==> src/rtl/id_ex_stage_pkg.sv <==
//------------------------------------------------------------------------------
// Module   : id_ex_stage_pkg
// Purpose  : Shared widths, ALU opcodes and forward-select encoding for ID/EX.
// Revision : 1.0
//------------------------------------------------------------------------------
`default_nettype none

package id_ex_stage_pkg;

  localparam int XLEN = 32;
  localparam int RA_W = 5;

  localparam logic [3:0] ALU_ADD  = 4'b0000;
  localparam logic [3:0] ALU_SUB  = 4'b0001;
  localparam logic [3:0] ALU_SLL  = 4'b0010;
  localparam logic [3:0] ALU_SLT  = 4'b0011;
  localparam logic [3:0] ALU_SLTU = 4'b0100;
  localparam logic [3:0] ALU_XOR  = 4'b0101;
  localparam logic [3:0] ALU_SRL  = 4'b0110;
  localparam logic [3:0] ALU_SRA  = 4'b0111;
  localparam logic [3:0] ALU_OR   = 4'b1000;
  localparam logic [3:0] ALU_AND  = 4'b1001;
  localparam logic [3:0] ALU_LUI  = 4'b1010;

  typedef enum logic [1:0] {
    FWD_RF  = 2'd0,
    FWD_EXM = 2'd1,
    FWD_MWB = 2'd2
  } fwd_sel_e;

endpackage

`default_nettype wire

==> src/rtl/id_ex_stage_fwd_unit.sv <==
//------------------------------------------------------------------------------
// Module   : fwd_unit
// Purpose  : Bypass select for one EX source operand (MEM stage beats WB stage).
// Revision : 1.0
//------------------------------------------------------------------------------
`default_nettype none

module fwd_unit
  import id_ex_stage_pkg::*;
#(
  parameter int XLEN = 32,
  parameter int RA_W = 5
) (
  input  logic [RA_W-1:0] rs,
  input  logic            exm_reg_wen,
  input  logic [RA_W-1:0] exm_rd,
  input  logic [XLEN-1:0] exm_result,
  input  logic            mwb_reg_wen,
  input  logic [RA_W-1:0] mwb_rd,
  input  logic [XLEN-1:0] mwb_result,
  output fwd_sel_e        sel,
  output logic [XLEN-1:0] operand
);

  logic exm_hit;
  logic mwb_hit;

  // x0 is hardwired zero, so a write to it is never a bypass source
  assign exm_hit = exm_reg_wen && (exm_rd != '0) && (exm_rd == rs);
  assign mwb_hit = mwb_reg_wen && (mwb_rd != '0) && (mwb_rd == rs);

  // operand carries the bypassed value; it is only meaningful when sel != FWD_RF
  always_comb begin
    sel     = FWD_RF;
    operand = '0;
    if (exm_hit) begin
      sel     = FWD_EXM;
      operand = exm_result;
    end else if (mwb_hit) begin
      sel     = FWD_MWB;
      operand = mwb_result;
    end
  end

endmodule

`default_nettype wire

==> src/rtl/id_ex_stage.sv <==
//------------------------------------------------------------------------------
// Module   : id_ex_stage
// Purpose  : ID/EX pipeline register with load-use stall, flush and forwarding.
// Revision : 1.0
//------------------------------------------------------------------------------
`default_nettype none

module id_ex_stage
  import id_ex_stage_pkg::*;
#(
  parameter int XLEN = 32,
  parameter int RA_W = 5
) (
  input  logic            clk,
  input  logic            rst,
  input  logic            id_valid,
  input  logic [XLEN-1:0] id_pc,
  input  logic [XLEN-1:0] id_imm,
  input  logic [XLEN-1:0] id_rs1_data,
  input  logic [XLEN-1:0] id_rs2_data,
  input  logic [RA_W-1:0] id_rs1,
  input  logic [RA_W-1:0] id_rs2,
  input  logic [RA_W-1:0] id_rd,
  input  logic [3:0]      id_alu_sel,
  input  logic            id_asel,
  input  logic            id_bsel,
  input  logic            id_mem_read,
  input  logic            id_mem_write,
  input  logic            id_reg_wen,
  input  logic [RA_W-1:0] exm_rd,
  input  logic            exm_reg_wen,
  input  logic [XLEN-1:0] exm_result,
  input  logic [RA_W-1:0] mwb_rd,
  input  logic            mwb_reg_wen,
  input  logic [XLEN-1:0] mwb_result,
  input  logic            flush,
  output logic            stall_id,
  output logic            ex_valid,
  output logic            ex_mem_read,
  output logic            ex_mem_write,
  output logic            ex_reg_wen,
  output logic [RA_W-1:0] ex_rd,
  output logic [3:0]      ex_alu_sel,
  output logic [XLEN-1:0] ex_in1,
  output logic [XLEN-1:0] ex_in2,
  output logic [XLEN-1:0] ex_store_data,
  output logic [XLEN-1:0] ex_pc
);

  logic            valid_d,     valid_q;
  logic            mem_read_d,  mem_read_q;
  logic            mem_write_d, mem_write_q;
  logic            reg_wen_d,   reg_wen_q;
  logic            asel_d,      asel_q;
  logic            bsel_d,      bsel_q;
  logic [3:0]      alu_sel_d,   alu_sel_q;
  logic [RA_W-1:0] rd_d,        rd_q;
  logic [RA_W-1:0] rs1_d,       rs1_q;
  logic [RA_W-1:0] rs2_d,       rs2_q;
  logic [XLEN-1:0] pc_d,        pc_q;
  logic [XLEN-1:0] imm_d,       imm_q;
  logic [XLEN-1:0] rs1_data_d,  rs1_data_q;
  logic [XLEN-1:0] rs2_data_d,  rs2_data_q;

  logic            load_use;
  logic            capture;
  logic            out_en;
  fwd_sel_e        rs1_sel;
  fwd_sel_e        rs2_sel;
  logic [XLEN-1:0] rs1_bypass;
  logic [XLEN-1:0] rs2_bypass;
  logic [XLEN-1:0] rs1_fwd;
  logic [XLEN-1:0] rs2_fwd;

  assign load_use = id_valid && valid_q && mem_read_q && (rd_q != '0) &&
                    ((rd_q == id_rs1) || (rd_q == id_rs2));
  // flush squashes the consumer anyway, so it never needs to hold IF/ID
  assign stall_id = load_use && !flush && !rst;
  assign capture  = id_valid && !flush && !load_use;

  // A bubble zeroes every field so no stale rd/rs can match downstream
  always_comb begin
    valid_d     = 1'b0;
    mem_read_d  = 1'b0;
    mem_write_d = 1'b0;
    reg_wen_d   = 1'b0;
    asel_d      = 1'b0;
    bsel_d      = 1'b0;
    alu_sel_d   = ALU_ADD;
    rd_d        = '0;
    rs1_d       = '0;
    rs2_d       = '0;
    pc_d        = '0;
    imm_d       = '0;
    rs1_data_d  = '0;
    rs2_data_d  = '0;
    if (capture) begin
      valid_d     = 1'b1;
      mem_read_d  = id_mem_read;
      mem_write_d = id_mem_write;
      reg_wen_d   = id_reg_wen;
      asel_d      = id_asel;
      bsel_d      = id_bsel;
      alu_sel_d   = id_alu_sel;
      rd_d        = id_rd;
      rs1_d       = id_rs1;
      rs2_d       = id_rs2;
      pc_d        = id_pc;
      imm_d       = id_imm;
      rs1_data_d  = id_rs1_data;
      rs2_data_d  = id_rs2_data;
    end
  end

  always_ff @(posedge clk) begin
    if (rst) begin
      valid_q     <= 1'b0;
      mem_read_q  <= 1'b0;
      mem_write_q <= 1'b0;
      reg_wen_q   <= 1'b0;
      asel_q      <= 1'b0;
      bsel_q      <= 1'b0;
      alu_sel_q   <= ALU_ADD;
      rd_q        <= '0;
      rs1_q       <= '0;
      rs2_q       <= '0;
      pc_q        <= '0;
      imm_q       <= '0;
      rs1_data_q  <= '0;
      rs2_data_q  <= '0;
    end else begin
      valid_q     <= valid_d;
      mem_read_q  <= mem_read_d;
      mem_write_q <= mem_write_d;
      reg_wen_q   <= reg_wen_d;
      asel_q      <= asel_d;
      bsel_q      <= bsel_d;
      alu_sel_q   <= alu_sel_d;
      rd_q        <= rd_d;
      rs1_q       <= rs1_d;
      rs2_q       <= rs2_d;
      pc_q        <= pc_d;
      imm_q       <= imm_d;
      rs1_data_q  <= rs1_data_d;
      rs2_data_q  <= rs2_data_d;
    end
  end

  fwd_unit #(.XLEN(XLEN), .RA_W(RA_W)) u_fwd_rs1 (
    .rs          (rs1_q),
    .exm_reg_wen (exm_reg_wen),
    .exm_rd      (exm_rd),
    .exm_result  (exm_result),
    .mwb_reg_wen (mwb_reg_wen),
    .mwb_rd      (mwb_rd),
    .mwb_result  (mwb_result),
    .sel         (rs1_sel),
    .operand     (rs1_bypass)
  );

  fwd_unit #(.XLEN(XLEN), .RA_W(RA_W)) u_fwd_rs2 (
    .rs          (rs2_q),
    .exm_reg_wen (exm_reg_wen),
    .exm_rd      (exm_rd),
    .exm_result  (exm_result),
    .mwb_reg_wen (mwb_reg_wen),
    .mwb_rd      (mwb_rd),
    .mwb_result  (mwb_result),
    .sel         (rs2_sel),
    .operand     (rs2_bypass)
  );

  assign rs1_fwd = (rs1_sel == FWD_RF) ? rs1_data_q : rs1_bypass;
  assign rs2_fwd = (rs2_sel == FWD_RF) ? rs2_data_q : rs2_bypass;

  // Outputs read as a clean bubble while reset is held, before the edge clears state
  assign out_en        = valid_q && !rst;
  assign ex_valid      = out_en;
  assign ex_mem_read   = out_en && mem_read_q;
  assign ex_mem_write  = out_en && mem_write_q;
  assign ex_reg_wen    = out_en && reg_wen_q;
  assign ex_rd         = out_en ? rd_q      : '0;
  assign ex_alu_sel    = out_en ? alu_sel_q : ALU_ADD;
  assign ex_pc         = out_en ? pc_q      : '0;
  assign ex_in1        = out_en ? (asel_q ? pc_q  : rs1_fwd) : '0;
  assign ex_in2        = out_en ? (bsel_q ? imm_q : rs2_fwd) : '0;
  assign ex_store_data = out_en ? rs2_fwd : '0;

endmodule

`default_nettype wire

==> config.mk <==
export PLATFORM = sky130hd
export DESIGN_NAME = id_ex_stage
export DESIGN_NICKNAME = d
export VERILOG_FILES = /design/src/rtl/id_ex_stage_pkg.sv /design/src/rtl/id_ex_stage_fwd_unit.sv /design/src/rtl/id_ex_stage.sv
export SDC_FILE = /design/constraint.sdc
export NUM_CORES = 1
export LEC_CHECK = 0
export ABC_CLOCK_PERIOD_IN_PS = 2000
export BUFFER_PORTS_ARGS = -buffer_cell sky130_fd_sc_hd__buf_2
export CAP_MARGIN = 10
export CORE_ASPECT_RATIO = 2
export CORE_MARGIN = 2
export CORE_UTILIZATION = 24
export CTS_CLUSTER_DIAMETER = 120
export DETAILED_ROUTE_END_ITERATION = 10
export PLACE_DENSITY = 0.56
export SYNTH_ARGS = -nofsm -noshare
export SYNTH_HDL_FRONTEND = slang
export SYNTH_SLANG_ARGS = --single-unit
==> constraint.sdc <==
create_clock -name clk -period 2 [get_ports clk]
set_clock_uncertainty 0.15 [all_clocks]
set_input_delay 0.3 -clock clk [delete_from_list [all_inputs] [get_ports clk]]
set_output_delay 0.3 -clock clk [all_outputs]
set_load 0.02 [all_outputs]
; Yosys cells after proc, flatten, opt, wreduce, memory -nomap -nowiden
; Cells that the tools add are included.
[classes]
n_reduce_logical = 28
n_mux = 19
n_eq_ne = 6
n_bitwise = 1
[ops]
columns = cell, count
row1 = two-way mux 32 bit, 12
row2 = equality test 5 bit, 6
row3 = logical AND 1 bit, 18
row4 = nonzero test 5 bit, 3
row5 = two-way mux 2 bit, 4
row6 = two-way mux 5 bit, 1
row7 = logical NOT 2 bit, 2
row8 = two-way mux 4 bit, 1
row9 = logical NOT 1 bit, 3
row10 = OR reduction 2 bit, 1
row11 = logical OR 1 bit, 1
row12 = two-way mux 1 bit, 1
row13 = inverter 1 bit, 1
[totals]
word_cells = 68
register_bits = 153
out_inout_bits = 142
input_bits = 232

; Depth between registers and ports, before layout
; Gate-level depths: netlist of the first run.
[depth]
word_depth = 9
ltp_mapped = 7
ltp_nobuf = 5

; Hierarchy
; From an unflattened synthesis of the first run, not the netlist that was laid out.
[hier_totals]
hier_cells = 1080
hier_area_um2 = 9295.2
[modules_own_cells]
columns = module, seq_area_each_um2, area_per_inst_um2, cells_per_inst, n_inst
row1 = id_ex_stage, 3062.9, 7468.4, 882, 1
row2 = fwd_unit, 0.0, 913.4, 99, 2

; Least setup slack after synthesis of the first run
; No wires, ideal clock.
[synth_path]
kind = input-to-output
start = input port mwb_rd[0]
end = output port ex_in2[10]
arrival_ps = 1928
required_ps = 1550
path_buffers = 2
path_stages = 7
path_slack_ps = -378
path_cell_list = or4_1 -> o21a_1 -> and4_1 -> buf_6 -> buf_6 -> mux2i_1 -> o211ai_1
[synth_between]
elab_chain_cells = 9
word_cells_on_any_way = 12
cone_classes = eq/ne: 1 / mux: 7 / reduce/logical: 4
[synth_rtl]
columns = element, line
row1 = start: declaration, id_ex_stage.sv:33  ; input logic [RA_W-1:0] mwb_rd,
row2 = nonzero test 5 bit, id_ex_stage_fwd_unit.sv:30  ; assign mwb_hit = mwb_reg_wen && (mwb_rd != '0) && (mwb_rd == rs);
row3 = logical AND 1 bit, id_ex_stage_fwd_unit.sv:30
row4 = logical AND 1 bit (*), id_ex_stage_fwd_unit.sv:30
row5 = two-way mux 2 bit, id_ex_stage_fwd_unit.sv:39  ; end else if (mwb_hit) begin
row6 = two-way mux 2 bit, id_ex_stage_fwd_unit.sv:36  ; if (exm_hit) begin
row7 = logical NOT 2 bit, id_ex_stage.sv:174  ; assign rs2_fwd = (rs2_sel == FWD_RF) ? rs2_data_q : rs2_bypass;
row8 = two-way mux 32 bit (*), id_ex_stage.sv:174
row9 = two-way mux 32 bit (*) (2 in a row), id_ex_stage.sv:186  ; assign ex_in2 = out_en ? (bsel_q ? imm_q : rs2_fwd) : '0;
row10 = end: declaration, id_ex_stage.sv:45  ; output logic [XLEN-1:0] ex_in2,
; Every way passes the cells marked *; elsewhere a longest branch is shown, timed or not.

; Worst setup path after layout of the first run
[layout_path]
start = register rs2_q[2]
end = output port ex_store_data[25]
[layout_between]
elab_chain_cells = 7
word_cells_on_any_way = 11
cone_classes = eq/ne: 2 / mux: 6 / reduce/logical: 3
[layout_rtl]
columns = element, line
row1 = start: declaration, id_ex_stage.sv:59  ; logic [RA_W-1:0] rs2_d, rs2_q;
row2 = start signal: assignment, id_ex_stage.sv:141  ; rs2_q <= rs2_d;
row3 = equality test 5 bit, id_ex_stage_fwd_unit.sv:30
row4 = logical AND 1 bit, id_ex_stage_fwd_unit.sv:30
row5 = two-way mux 2 bit, id_ex_stage_fwd_unit.sv:39
row6 = two-way mux 2 bit, id_ex_stage_fwd_unit.sv:36
row7 = logical NOT 2 bit, id_ex_stage.sv:174
row8 = two-way mux 32 bit (*), id_ex_stage.sv:174
row9 = two-way mux 32 bit (*), id_ex_stage.sv:187  ; assign ex_store_data = out_en ? rs2_fwd : '0;
row10 = end: declaration, id_ex_stage.sv:46  ; output logic [XLEN-1:0] ex_store_data,
; Marked as above.

==> flow_summary.yaml, run 1 <==
status:
  failed_checks: "setup timing"
  outcome: "finished, violations left"
final_layout:
  area_growth_pct: 103
  layout_commonest_cell: "buf_2"
  final_cells: 1733
  multi_input_area_um2: 4740
  final_area_um2: 14500
  nets: 1585
  nFillCells: 2601
  final_cell_mix: "buf_2, and2_1, dlygate4sd3_1, dfxtp_1, buf_4"
  regArea_um2: 3090
  final_layout_size_suffix_gt1_share_pct: 51.0
setup_path:
  arrival_ns: 2.31
  critPathKind: "flop to output pin"
  crit_path_end_kind: "output pin"
  start_kind: "flop"
  critPathRequiredTime_ns: 1.55
  worstSetupStartpoint: "rs2_q[2]"
  path_max_fanout: 16
  reg2reg_from: "rd_q[0]"
power:
  sequentialPowerShare_pct: 41.8
  clkPwrFrac_pct: 42.9
  power_density_nw_per_um2: 524
  power_leakage_uw: 0.00590
  power.net_switching_uw: 1920
  ir_drop_v: 0.000582
  switching_share_pct: 25.2
  comb_power_share_pct: 15.3
  intPower_uw: 5680
clock_network:
  clock_latency_ns: 0.45
  root_buffer: "clkbuf_16"
  cts_made_buffers: 17
  clk_pin_slew_ns: 0.07
  cts_tree: "done"
  clock_path_buffers: 2
  clock-sinks: 153
  cts_max_level: 4
synth:
  synth.ff_latch_count: 153
  synthFlopType: "dfxtp_1"
  synth_cells: 772
  yosys_warnings: 0
  synth_fp_nets: 1004
  ys_seq_area_share_pct: 43.0
  synth_cell_types: 32
  synth_enable_flop_cells: 0
  synth.avg_cell_area_um2: 9.23
  netlist_area_um2: 7130
  async_flop_share_pct: 0
sta:
  fin_crit_ns: 2.76
  setup_viol: 143
  drv_slew: 0
  rsz0062_at_grt: "true"
  fmax_ghz: 0.362
  tns_ns: -72.72
  period_share_pct: 138
  tightest_slew_ns: 0.375
  final-hold-violation-count: 0
  hold_slack_ns: 0.432
  max-slew-margin-rel_pct: 75.0
  setup_slack_ns: -0.760
drt:
  initialDrtViolationCount: 353
  postRouteAntennaNets: 0
  avgViaCountPerCell: 4.90
  drc: 0
  wl_mm: 38.1
  first_pass_iters: 5
  dr_total_vias: 8496
  wire_per_inst_um: 22.0
global_routing:
  grt-ovfl-total: 0
  antenna_found_initial: 3
  grt_pass1_vias: 8809
  grt.total_usage_pct: 20.4
  grt_pass1_wl_mm: 48.2
  grt_max_degree: 65
floorplan:
  initial_core_util_pct: 24.2
  die_h_um: 248
  num_rows: 89
  core-area_um2: 29400
  die_w_um: 126
  ioPinCount: 374
  dieArea_um2: 31200
min_path:
  min_from: "id_rs2_data[29]"
  hp-class: "input port to flop"
place:
  pre_cts_ws_ns: -0.661
  port_buffers: 373
  gp_congestion: 0.935
  dp.cells: 1492
  dpl_cell_area_um2: 9890
  place.detailed.hpwl_mm: 21.7
flow_run:
  maxCapViolCount: 0
## routing by layer
metal	up-vias	share of wire, %	GRT usage, %
li1	3867	-	-
met1	4064	33	19.9
met2	424	56	38.8
met3	141	5.3	4.59
met4	0	5.6	12.3
met5	-	0	0
## worst paths after layout
kind | end | slack, ns | depth (start not counted)
max | ex_store_data[25] | -0.76 | 9
min | rs2_data_q[29] | 0.43 | 3
max reg2reg | pc_q[5] | -0.01 | 10
min reg2reg | valid_q | 0.81 | 3
## state kept, by name, summed over array words and instances, names as in the netlist
signal,count
rs2_q,5
rs1_data_q,32
mem_write_q,1
imm_q,32
bsel_q,1
valid_q,1
alu_sel_q,4
rs1_q,5
pc_q,32
rd_q,5
rs2_data_q,32
mem_read_q,1
reg_wen_q,1
asel_q,1
## power groups by stage
stage / sequential, µW / clock, µW / combinational (µW)
6_report: 3180 / 3260 / 1160
5_1_grt: 3180 / 3490 / 1230
4_1_cts: 3170 / 3360 / 1000
3_5_place_dp: 3230 / 0 / 654
3_3_place_gp: 3230 / 0 / 649
2_1_floorplan: 3220 / 0 / 256
## cells by family (layout without fill, tap and decap cells)
group                     after synthesis  after routing  share of synthesized area [%]
other                                   0              3                              0
buffers and inverters                  71            665                           4.49
and+or+nand+nor                       289            289                           25.8
muxes                                  64             64                           8.99
AOI/OAI and AO/OA                     165            165                           14.1
xor gates and xnor gates               30             30                           3.69
DFF                                   153            153                           43.0
## metrics by stage
step                utilization [%]  power, µW
floorplan                         -       3480
CTS                            45.0       7530
finish                         49.3       7600
global placement               33.6       3880
global route                   49.3       7900
detailed placement             33.6       3890
## cells in the mapped netlist (2+ instances only)
library cell	n	area [µm²]
a21oi_1	32	160
a22oi_1	32	240
and2_1	197	1230
and4_1	2	17.5
buf_2	10	50.1
buf_4	3	22.5
buf_6	4	45.0
clkbuf_1	54	203
dfxtp_1	153	3060
mux2i_1	64	641
nand2_1	6	22.5
nand3_1	36	180
nand4b_1	32	280
nor2_1	2	7.51
nor3_1	4	20.0
o211ai_1	32	240
o21a_1	2	15.0
o21ai_0	29	145
o21ai_1	36	180
or4_1	2	15.0
xnor2_1	20	175
xor2_1	10	87.6
## repair_timing
item	in CTS	in global routing
endpoints found under the setup margin	142	171
hold buffers	152	0
pin swaps	22	53
endpoints found under the hold margin	152	0
gates resized for setup	241	227
gates cloned	11	15
setup buffers	12	27
## cell type report
type	count	area share, %
Antenna cell	3	0.0518
Clock buffer	19	3.05
Clock inverter	13	0.984
Multi-Input combinational cell	548	32.7
Sequential cell	153	21.3
Tap cell	364	3.14
Timing Repair Buffer	633	38.7
## worst max-delay path: stages, from the launching register on
cell and delay (ns):
dfxtp_2 0.34, xor2_2 0.15, nor4_2 0.28, buf_4 0.17, nand3_4 0.10, buf_4 0.17, buf_16 0.16, o21ai_0 0.24
a21oi_1 0.06, buf_2 0.17
Power figures use the tool's default switching activity.
==> inputs of run 2 (changes only) <==
ABC_AREA = 1   (was unset)
PLACE_DENSITY = 0.54   (was 0.56)
==> run 2 against run 1 <==
Net effect: the flow still finishes with violations (setup timing); fmax increased by 2.5%; sequential power is essentially flat; non-clock buffer count up 37; synthesized cell count is 81% higher; die area grew 21%.
==> flow_summary.yaml, run 2 <==
status:
  outcome: "finished, violations left"
  failed_checks: "setup timing"
clock_network:
  clock-sinks: 153
  clk_pin_slew_ns: 0.07
  cts_max_level: 4
  cts_tree: "done"
  clock_path_buffers: 2
  clock_latency_ns: 0.44
  root_buffer: "clkbuf_16"
  cts_made_buffers: 17
place:
  place.detailed.hpwl_mm: 32.8
  gp_congestion: 0.904
  dp.cells: 2224
  pre_cts_ws_ns: -0.503
  port_buffers: 373
setup_path:
  r2r-end: "rs2_q[0]"
  arrival_ns: 2.24
  reg2reg_from: "rd_q[4]"
  path_max_fanout: 5
  r2r_cells: 11
  critPathKind: "flop to output pin"
  rrSetupSlack_ns: 0.12
  start_kind: "flop"
  crit_path_end_kind: "output pin"
  critPathRequiredTime_ns: 1.55
synth:
  ys_seq_area_share_pct: 35.2
  synth_area_leader_cell: "dfxtp_1"
  synth.ff_latch_count: 153
  synth.most_common_cell: "inv_1"
  synth_cell_types: 26
  synth_top_area_share_pct: 35.2
  synth_cells: 1396
  synth.avg_cell_area_um2: 6.23
  synthFlopType: "dfxtp_1"
  async_flop_share_pct: 0
  yosys_warnings: 0
  netlist_area_um2: 8690
  synth_common_cells: "inv_1, nor2_1, nand3_1"
  synth_fp_nets: 1628
  synth_enable_flop_cells: 0
  synth_area_leaders: "dfxtp_1, inv_1, nand3_1"
drt:
  postRouteAntennaNets: 0
  initialDrtViolationCount: 413
  wire_per_inst_um: 18.8
  first_pass_iters: 5
  wl_mm: 46.4
  dr_total_vias: 11000
  avgViaCountPerCell: 4.47
  drc: 0
sta:
  rsz0062_at_grt: "true"
  fin_crit_ns: 2.69
  drv_slew: 0
  max-slew-margin-rel_pct: 78.2
  hold_slack_ns: 0.168
  tightest_slew_ns: 0.327
  tns_ns: -58.74
  setup_slack_ns: -0.693
  setup_viol: 104
  final-hold-violation-count: 0
  fmax_ghz: 0.371
  period_share_pct: 135
global_routing:
  grt_max_degree: 52
  grt_pass1_vias: 11700
  grt.total_usage_pct: 23.1
  grt_pass1_wl_mm: 66.2
  antenna_found_initial: 5
  grt-ovfl-total: 0
floorplan:
  initial_core_util_pct: 24.4
  die_w_um: 139
  core-area_um2: 35700
  ioPinCount: 374
  die_h_um: 273
  num_rows: 98
  dieArea_um2: 37800
final_layout:
  layout_commonest_cell: "inv_1"
  post-route-util_pct: 48.2
  final_cells: 2469
  area_growth_pct: 97.8
  nets: 2235
  final_cell_mix: "inv_1, buf_2, nor2_1, dlygate4sd3_1, dfxtp_1"
  final_layout_size_suffix_gt1_share_pct: 47.4
min_path:
  whs_path_depth: 4
  holdPathEnd: "rd_q[4]"
  min_from: "id_valid"
  hp-class: "input port to flop"
flow_run:
  maxCapViolCount: 0
power:
  ir_drop_v: 0.000588
  power_leakage_uw: 0.00892
  power_density_nw_per_um2: 483
-- run 2: worst max-delay path, stage by stage, from the launching register on --
cell	delay [ns]
dfxtp_2	0.38
inv_2	0.04
nand2_1	0.05
nand2_1	0.08
nor2_4	0.16
nand4_4	0.16
nand2_4	0.13
bufbuf_16	0.28
nand3_2	0.11
buf_4	0.15
a21oi_2	0.12
buf_6	0.14
-- run 2: worst max path at each step --
stage,start,endpoint,slack [ns],cells after the start
2_1_floorplan,rs2_q[3],ex_store_data[24],0.009,8
3_3_place_gp,mwb_rd[1],ex_in2[18],-0.50,14
3_5_place_dp,mwb_rd[1],ex_in2[18],-0.50,14
4_1_cts,rs2_q[0],ex_in2[3],-0.73,11
5_1_grt,rs2_q[0],ex_in2[2],-0.80,11
6_report,rs2_q[3],ex_store_data[7],-0.69,11
-- run 2: cell type report --
type | count | area (µm²)
fill | 3386 | 18500
timing repair buffer | 670 | 5940
multi-input combinational | 786 | 5540
sequential | 153 | 3100
inverter | 375 | 1410
tap | 450 | 563
clock buffer | 24 | 512
clock inverter | 7 | 113
antenna | 4 | 10.0
-- run 2: what timing repair did --
action / CTS / global route
endpoints found under the hold margin: 152 / 0
endpoints found under the setup margin: 104 / 107
cloned: 13 / 6
pin swaps: 58 / 77
setup buffers: 27 / 20
hold buffers: 152 / 0
resized for setup: 401 / 244
-- run 2: logic make-up after synthesis --
group / Yosys count / synth area share (%)
DFF: 153 / 35.2
buffers and inverters: 457 / 21.1
xor gates and xnor gates: 15 / 1.51
AOI/OAI and AO/OA: 101 / 6.68
and+or+nand+nor: 670 / 35.5
-- run 2: metal layers --
layer	global-route usage [%]	wire length [µm]	up-vias	share of wire (%)
met4	11.1	2030	6	4.4
li1	-	-	5373	-
met1	20.8	15300	5193	33
met5	0	32	-	0.069
met3	4.15	1890	114	4.1
met2	48.2	27100	356	58
-- run 2: report_power, final --
part           leakage (µW)  switching (µW)  total [µW]  internal (µW)
clock network      0.000308            1350        3500           2150
logic               0.00736             850        1640            795
registers           0.00125            40.5        3170           3120
total               0.00892            2240        8310           6070
-- run 2: stage by stage --
stage / total power (µW) / area, µm²
final: 8310 / 17200
after global routing: 8610 / 17200
after CTS: 8270 / 16000
after detailed placement: 4320 / 11800
after global placement: 4310 / 11800
after floorplan: 3740 / 8780
==> inputs of run 3 (changes only) <==
CTS_BUF_LIST = sky130_fd_sc_hd__clkbuf_8   (was unset)
TNS_END_PERCENT = 20   (was unset)
==> run 3 against run 2 <==
Net effect: the flow still finishes with violations (setup timing); cell area decreased by 9.5%; non-clock buffer count down 57; cell count fell by 1.8%; sequential share of layout area is 1.8 points higher; critical path depth unchanged; register-to-register slack improved by 0.10 ns; combinational power is 11% lower; fmax grew 0.98%; critical endpoint is now ex_store_data[20].
==> flow_summary.yaml, run 3 (synthesis results as in run 2) <==
setup_path:
  path_cells: "buf_6 > nand2_2 > nand2_2 > nor2_4 > nand4_4 > nand2_4 > buf_6 > clkbuf_16 > nand3_4 > a21oi_1 > buf_4"
  critPathMaxStageDelay_ns: 0.36
  crit_path_end_kind: "output pin"
  rrSetupSlack_ns: 0.22
  critPathKind: "flop to output pin"
  reg2reg_from: "rd_q[2]"
  start_kind: "flop"
  r2r_cells: 9
  crit_slowest_cell: "dfxtp_4"
  path_max_fanout: 5
  critPathRequiredTime_ns: 1.55
  r2r-end: "pc_q[17]"
  arrival_ns: 2.22
sta:
  setup_viol: 105
  hold_slack_ns: 0.131
  drv_slew: 0
  tns_ns: -59.79
  period_share_pct: 133
  setup_slack_ns: -0.667
  fmax_ghz: 0.375
  final-hold-violation-count: 0
  fin_crit_ns: 2.67
  max-slew-margin-rel_pct: 73.0
  tightest_slew_ns: 0.405
  rsz0062_at_grt: "true"
status:
  outcome: "finished, violations left"
  failed_checks: "setup timing"
floorplan:
  num_rows: 98
  die_w_um: 139
  core-area_um2: 35700
  dieArea_um2: 37800
  die_h_um: 273
  initial_core_util_pct: 24.4
  ioPinCount: 374
final_layout:
  layout_commonest_cell: "inv_1"
  area_growth_pct: 79.0
  multi_input_area_um2: 4920
  nets: 2178
  final_layout_size_suffix_gt1_share_pct: 42.3
  regArea_um2: 3090
  nFillCells: 3579
  final_cell_mix: "inv_1, buf_2, nor2_1, dlygate4sd3_1, dfxtp_1"
drt:
  dr_total_vias: 10600
  avgViaCountPerCell: 4.38
  initialDrtViolationCount: 413
  postRouteAntennaNets: 0
  wire_per_inst_um: 16.4
  wl_mm: 39.8
  first_pass_iters: 5
  drc: 0
global_routing:
  busiest_layer: "met2"
  grt_pass1_vias: 10700
  grt_pass1_wl_mm: 57.1
  grt-ovfl-total: 0
  gr-usage-met1_pct: 20.4
  grtUsageMet3_pct: 2.98
  grt.total_usage_pct: 19.5
  use_met2_pct: 35.4
  grt_max_degree: 74
  antenna_found_initial: 14
clock_network:
  root_buffer: "clkbuf_8"
  cts_max_level: 4
  cts_tree: "done"
  cts_made_buffers: 17
  clock_path_buffers: 2
  clk_pin_slew_ns: 0.08
  clock_latency_ns: 0.49
  clock-sinks: 153
min_path:
  whs_path_depth: 4
  holdPathEnd: "valid_q"
  min_from: "id_valid"
  hp-class: "input port to flop"
place:
  place.detailed.hpwl_mm: 28.3
  gp_congestion: 0.936
  pre_cts_ws_ns: -0.364
  port_buffers: 373
power:
  power_leakage_uw: 0.00832
  power_uw: 7090
  ir_drop_v: 0.000416
  power_density_nw_per_um2: 456
flow_run:
  maxCapViolCount: 0
==> run 3: cell count changes in the layout (fill, tap and decap cells not counted), sizes merged <==
cell / change
buf: -56
diode: +12
clkbuf: -5
inv: +5
bufbuf: -2
clkinvlp: +2
bufinv: -1
clkinv: +1
==> run 3: area by class of cell <==
cell class	count	area share, %
repair buffers	613	33.0
multi-input cells	786	31.6
flip-flops and latches	153	19.9
inverters	375	9.08
well taps	450	3.62
clock buffers	18	1.59
clock inverters	14	0.933
diodes	16	0.257
==> run 3: power by group <==
group	internal (µW)	switching, µW
Clock	1140	1320
Combinational	712	752
Sequential	3120	33.0
==> run 3: worst max path at each step <==
stage | startpoint | end
after floorplan | rs2_q[3] | ex_store_data[14]
after global placement | mwb_rd[3] | ex_store_data[18]
after detailed placement | mwb_rd[3] | ex_store_data[18]
after CTS | rs2_q[0] | ex_in2[17]
after global routing | rs1_q[1] | ex_in1[11]
final | rs2_q[0] | ex_store_data[20]
==> run 3: layer usage <==
metal / wire (µm) / share of wire, % / up-vias
met5: 0 / 0 / -
met4: 2790 / 7.0 / 0
met3: 1490 / 3.8 / 129
met2: 21000 / 53 / 370
met1: 14400 / 36 / 4858
li1: - / - / 5267
==> run 3: per-stage QoR <==
stage	util [%]	instances	instance area [µm²]
final	43.6	2425	15600
after floorplan	-	1396	8710
after global placement	32.3	2203	11500
after detailed placement	32.3	2203	11500
after CTS	40.7	2399	14500
after global routing	43.6	2423	15500
==> run 3: timing repair <==
action,in CTS,in global routing
endpoints found under the hold margin,152,0
hold buffers,152,0
gates cloned,4,8
buffers inserted,8,4
gates resized for setup,263,230
endpoints found under the setup margin,118,132
pin swaps,23,42
==> run 3: worst max-delay path, delay by kind of cell (launching register included) <==
family | cells | cell delay [ns]
buffers and inverters | 4 | 0.62
flip-flops | 1 | 0.36
AND/OR/NAND/NOR | 6 | 0.59
AO/OA/AOI/OAI | 1 | 0.16
